`src/rtl/alu_req_arbiter.sv`:
```
// alu_req_arbiter: round-robin sequencer sharing one signed ALU between two requesters
module alu_req_arbiter #(
  parameter int EXEC_CYCLES = 1,
  parameter int DZ_CNT_W = 8
) (
  input  logic                clk,
  input  logic                rst_n,
  input  logic                req0_valid,
  output logic                req0_ready,
  input  logic [2:0]          req0_a,
  input  logic [2:0]          req0_b,
  input  logic [1:0]          req0_sel,
  input  logic                req1_valid,
  output logic                req1_ready,
  input  logic [2:0]          req1_a,
  input  logic [2:0]          req1_b,
  input  logic [1:0]          req1_sel,
  output logic [2:0]          alu_a,
  output logic [2:0]          alu_b,
  output logic [1:0]          alu_s,
  input  logic [4:0]          alu_r,
  input  logic                alu_sf,
  input  logic                alu_zf,
  input  logic                alu_dzf,
  output logic                rsp_valid,
  input  logic                rsp_ready,
  output logic                rsp_id,
  output logic [4:0]          rsp_r,
  output logic                rsp_sf,
  output logic                rsp_zf,
  output logic                rsp_dzf,
  output logic                busy,
  output logic [DZ_CNT_W-1:0] dz_count
);
  typedef enum logic [1:0] {IDLE, EXEC, RESP} state_t;
  state_t state;
  logic [2:0] cnt;
  logic ptr, gnt1, take;
  // requester 1 wins when it is alone or when the pointer favours it
  assign gnt1 = req1_valid && (!req0_valid || ptr);
  assign take = state == IDLE && (req0_valid || req1_valid);
  assign req0_ready = take && !gnt1;
  assign req1_ready = take && gnt1;
  assign busy = state != IDLE;
  assign rsp_valid = state == RESP;
  always_ff @(posedge clk) begin
    if (!rst_n) begin
      state    <= IDLE;
      cnt      <= '0;
      ptr      <= 1'b0;
      alu_a    <= '0;
      alu_b    <= '0;
      alu_s    <= '0;
      rsp_id   <= 1'b0;
      rsp_r    <= '0;
      rsp_sf   <= 1'b0;
      rsp_zf   <= 1'b0;
      rsp_dzf  <= 1'b0;
      dz_count <= '0;
    end else begin
      case (state)
        IDLE: if (take) begin
          alu_a  <= gnt1 ? req1_a : req0_a;
          alu_b  <= gnt1 ? req1_b : req0_b;
          alu_s  <= gnt1 ? req1_sel : req0_sel;
          rsp_id <= gnt1;
          ptr    <= !gnt1;
          cnt    <= 3'(EXEC_CYCLES - 1);
          state  <= EXEC;
        end
        EXEC: if (cnt == '0) begin
          rsp_r   <= alu_r;
          rsp_sf  <= alu_sf;
          rsp_zf  <= alu_zf;
          rsp_dzf <= alu_dzf;
          state   <= RESP;
        end else begin
          cnt <= cnt - 3'd1;
        end
        RESP: if (rsp_ready) begin
          state <= IDLE;
          if (rsp_dzf && !(&dz_count)) dz_count <= dz_count + DZ_CNT_W'(1);
        end
        default: state <= IDLE;
      endcase
    end
  end
endmodule

```
`config.mk`:
```
export PLATFORM = sky130hd
export DESIGN_NAME = alu_req_arbiter
export DESIGN_NICKNAME = d
export VERILOG_FILES = /design/src/rtl/alu_req_arbiter.sv
export SDC_FILE = /design/constraint.sdc
export NUM_CORES = 1
export LEC_CHECK = 0
export ABC_AREA = 1
export CELL_PAD_IN_SITES_DETAIL_PLACEMENT = 0
export CELL_PAD_IN_SITES_GLOBAL_PLACEMENT = 1
export CORE_MARGIN = 2
export CORE_UTILIZATION = 29
export DETAILED_ROUTE_END_ITERATION = 8
export GPL_ROUTABILITY_DRIVEN = 0
export PLACE_DENSITY = 0.86
export SLEW_MARGIN = 20
export SYNTH_ARGS = -nofsm -noshare
export SYNTH_HDL_FRONTEND = slang
export SYNTH_SLANG_ARGS = --single-unit
```
`constraint.sdc`:
```
create_clock -name clk -period 1.3 [get_ports clk]
set_input_delay 0.39 -clock clk [delete_from_list [all_inputs] [get_ports clk]]
set_output_delay 0.39 -clock clk [all_outputs]
set_load 0.005 [all_outputs]
```
### After elaboration in Yosys (flattened, before gate mapping)

Index checks and enable logic that the tools add are counted.

| storage, ports and cells | value |
|---|---|
| register bits after elaboration | 31 |
| input bits | 29 |
| output and inout bits | 29 |
| word-level logic and storage cells | 50 |

| operators by class | value |
|---|---|
| $add $sub $neg | 2 |
| equality and inequality tests | 6 |
| mux-type cells | 10 |
| reductions and logical operators | 20 |

Operator list:

| kind | count |
|---|---|
| $mux W3 | 4 |
| $reduce_and A3 Y1 | 3 |
| $add A8 B1 Y8 const B | 1 |
| $mux W2 | 4 |
| $reduce_and A8 Y1 | 1 |
| $ne A2 B2 Y1 const B | 3 |
| $pmux W2 S3 | 1 |
| $pmux W3 S2 | 1 |
| $logic_and A1 B1 Y1 | 5 |
| $reduce_and A2 Y1 | 2 |
| $reduce_bool A2 Y1 | 2 |
| $logic_not A1 Y1 | 3 |
| $logic_not A3 Y1 | 1 |
| $sub A3 B1 Y3 const B | 1 |
| $eq A2 B1 Y1 const B | 1 |
| $eq A2 B2 Y1 const B | 1 |
| $logic_not A2 Y1 | 1 |
| $logic_or A1 B1 Y1 | 2 |
| $ne A2 B1 Y1 const B | 1 |

### Depth between registers and ports, before layout

| depth | value |
|---|---|
| depth after elaboration | 5 |
| mapped depth | 9 |
| mapped depth without buffers | 9 |

### Least setup slack after synthesis

OpenSTA, ideal clock, no wires.

| path | value |
|---|---|
| kind | register to register |
| start point | register cnt[0] |
| end point | register rsp_dzf |
| library setup time | 0.119 ns |
| arrival time | 1.109 ns |
| required time | 1.181 ns |
| slack | 0.072 ns |
| stages on the path, launching flop included | 9 |
| buffers on the path | 1 |
| period minus slack after synthesis | 1.228 ns |
| cell sequence | dfxtp_1 > inv_1 > ha_1 > inv_1 > nor2_1 > nand2_1 > buf_2 > o21ai_0 > a21oi_1 |

| on the way | value |
|---|---|
| word-level cells in the longest chain between the ends | 2 |

Ends and longest elaborated chain:

| item | line | text |
|---|---|---|
| from (decl) | 37 | `logic [2:0] cnt;` |
| from (signal assigned) | 68 | `cnt <= 3'(EXEC_CYCLES - 1);` |
| from (signal assigned) | 78 | `cnt <= cnt - 3'd1;` |
| $logic_not A3 Y1 | 71 | `EXEC: if (cnt == '0) begin` |
| $reduce_and A2 Y1 (no source line) | -- |  |
| to (signal assigned) | 75 | `rsp_dzf <= alu_dzf;` |
| to (decl) | 31 | `output logic rsp_dzf,` |

No other way between the ends.
A chain may end at the register's enable or synchronous reset.

### Worst setup path in the final report

| path | value |
|---|---|
| start point | register ptr |
| end point | output port req1_ready |

| on the way | value |
|---|---|
| word-level cells in the longest chain between the ends | 3 |

Ends and longest elaborated chain:

| item | line | text |
|---|---|---|
| from (decl) | 38 | `logic ptr, gnt1, take;` |
| from (signal assigned) | 67 | `ptr <= !gnt1;` |
| $logic_or A1 B1 Y1 | 40 | `assign gnt1 = req1_valid && (!req0_valid \|\| ptr);` |
| $logic_and A1 B1 Y1 | 40 |  |
| $logic_and A1 B1 Y1 | 43 | `assign req1_ready = take && gnt1;` |
| to (decl) | 14 | `output logic req1_ready,` |

No other way between the ends.

==> run metrics <==
outcome finished, violations left; failing checks setup timing; Clock Path Buffers 2; DIE HEIGHT 74.4 um; vias in the first global route 1352; final period utilization 1.16; Hold Crit Endpoint rsp_id; # diodes 0; first-pass GRT wire length about 5.8 mm; Antenna Nets Post-Route 0; RSZ-0062 raised after global routing true; worst slew pin tran 0.222 ns; crit start category flop; Leakage 1.19 nW; flops & latches, synth 31; gr usage total 0.139; FF-to-FF setup slack 0 ns; Yosys cell types 21; data required time of the worst path 0.91 ns; Setup Viol. Count Final 5; design area 0.00253 sq mm; NumNets Final 326; CTS tree yes; starting density of the core 0.302; wire length on met3 289 um; largest net degree at the start of global routing 12; DR WL met2 around 1.8 mm; # rows 25; reg2reg path depth 9; pwr dens 1120 mW/mm^2; most frequent cells in the layout nand2_1 (54), clkdlybuf4s50_1 (26), dlygate4sd2_1 (25); Clk pin slew, worst setup/hold paths around 0.07 ns; commonest non-fill, non-tap cell in the layout nand2_1; Clock Tree Root clkbuf_8; Warnings, synthesis 0; # DRC 0; Ports 58; die area 0.00553 sq mm; FF-to-FF Start dz_count[1]; Fin. Hold Viols 0; max-slew violation count 0; final wirelength ~3.9 mm; sequential area share after synthesis 0.432; maximum clock frequency between 600 and 700 MHz; Via-to-Cell Ratio roughly 4.2; min cycle time layout 1.50 ns; source of the worst hold timing path rsp_id; Hold Crit Class flop to flop; antenna violations before repair 0; drt pass-1 iters 4; Mapped Area between 0.001 and 0.0015 sq mm; mean post-synth cell area 7.01 sq um; top sig layer met4; Die Wd approximately 74 um; area grow syn2layout 76.5%; Worst EP arrival 1.11 ns; DRT iter0 DRCs 42; WL/cell 10.6 um; reg2reg end dz_count[1]; worst hold path depth 2; Synthesized Nets 237; # clock sinks 31; worst setup margin -0.204 ns; worst skew pair latency 0.29 ns; DR vias roughly 1500; core box area 0.00475 sq mm; htree depth 2; Crit. End Element primary output; CTS buffer count 5; ratio of cells with drive above 1 in the final layout 0.315; Setup CP Type flop to primary output; worst vdd ir approximately 0.0006 V; Met1 Wirelength approximately 1.7 mm; Placed Area 0.00226 sq mm; max-cap violation count 0; cells after synthesis between 200 and 250; dpl hpwl 2.73 mm; Layout Skew 0.00320 ns; port buffer count 57; setup TNS -0.577 ns; slew margin rel. 0.851; CP Max Fanout 2; global route overflow 0
## worst max path at each step
stage,from,endpoint,slack (ns),depth (start not counted)
2_1_floorplan,cnt[0],rsp_dzf,0.07,8
3_3_place_gp,req0_valid,req1_ready,-0.80,6
3_5_place_dp,req0_valid,req1_ready,-0.80,6
4_1_cts,ptr,req1_ready,-0.21,6
5_1_grt,ptr,req1_ready,-0.25,6
6_report,ptr,req1_ready,-0.20,6
## power by group
group | switching [mW] | internal [mW]
clock | 0.372 | 0.620
combinational | 0.356 | 0.389
sequential | 0.0476 | 1.04
## metal layers
metal,vias to the layer above,track usage
met2,39,0.221
met5,-,0
met3,7,0.0596
met1,662,0.167
met4,0,0.0476
li1,819,-
## timing repair
action                                  CTS  global route
hold buffers                              0             0
endpoints found under the setup margin   47            23
pin swaps                                10            14
gates cloned                              0             0
setup buffers                             2             2
resized for setup                        73            39
## registers in the layout, indices dropped and copies added, names as in the netlist
name      cells
dz_count      8
rsp_r         5
alu_a         3
alu_b         3
cnt           3
alu_s         2
state         2
ptr           1
rsp_dzf       1
rsp_id        1
rsp_sf        1
rsp_zf        1
## synth_stat cells
master	instances	share of area
inv_1	26	0.068
clkbuf_1	1	0.0026
nor2_4	4	0.031
nor2_2	3	0.013
a21oi_1	16	0.056
buf_2	2	0.0070
nor3_1	1	0.0035
nand3_1	10	0.035
buf_4	1	0.0052
nor2_1	25	0.065
o21ai_0	9	0.031
ha_1	3	0.026
nand3b_1	1	0.0052
o21ai_2	2	0.012
xor2_1	3	0.018
nand3_2	1	0.0070
inv_2	1	0.0026
dfxtp_1	31	0.43
a31oi_1	4	0.017
nand2_1	60	0.16
nand2_2	1	0.0044
## worst max-delay path, stage by stage, from the launching register on
cell	delay [ns]
dfxtp_2	0.33
inv_1	0.03
nand2_1	0.06
nand2_2	0.06
buf_6	0.12
nor2_4	0.11
buf_2	0.12
## stage by stage
| stage | instances | hold slack [ns] | setup WS [ns] | power (mW) | utilization |
|---|---|---|---|---|---|
| CTS | 360 | 0.428 | -0.206 | 2.79 | 0.511 |
| floorplan | 205 | 0.422 | 0.0721 | 1.39 | - |
| global placement | 351 | 0.446 | -0.795 | 1.80 | 0.476 |
| finish | 362 | 0.458 | -0.204 | 2.83 | 0.533 |
| detailed placement | 351 | 0.444 | -0.805 | 1.80 | 0.476 |
| global route | 362 | 0.479 | -0.252 | 2.99 | 0.533 |
## final cells by class
cell class	instances	area, sq um
Clock buffer	6	82.6
Clock inverter	2	35.0
Fill cell	477	2220
Inverter	27	101
Multi-Input combinational cell	143	827
Sequential cell	31	634
Tap cell	67	83.8
Timing Repair Buffer	86	771
## logic make-up (layout without fill, tap and decap cells)
family          Yosys count  in the layout  synth area share
simple gates            106            106             0.321
buf+inv                  31            121            0.0854
compound gates           31             31             0.117
fa+ha+maj                 3              3            0.0261
xor+xnor                  3              3            0.0183
flops                    31             31             0.432
Power figures use the tool's default switching activity.
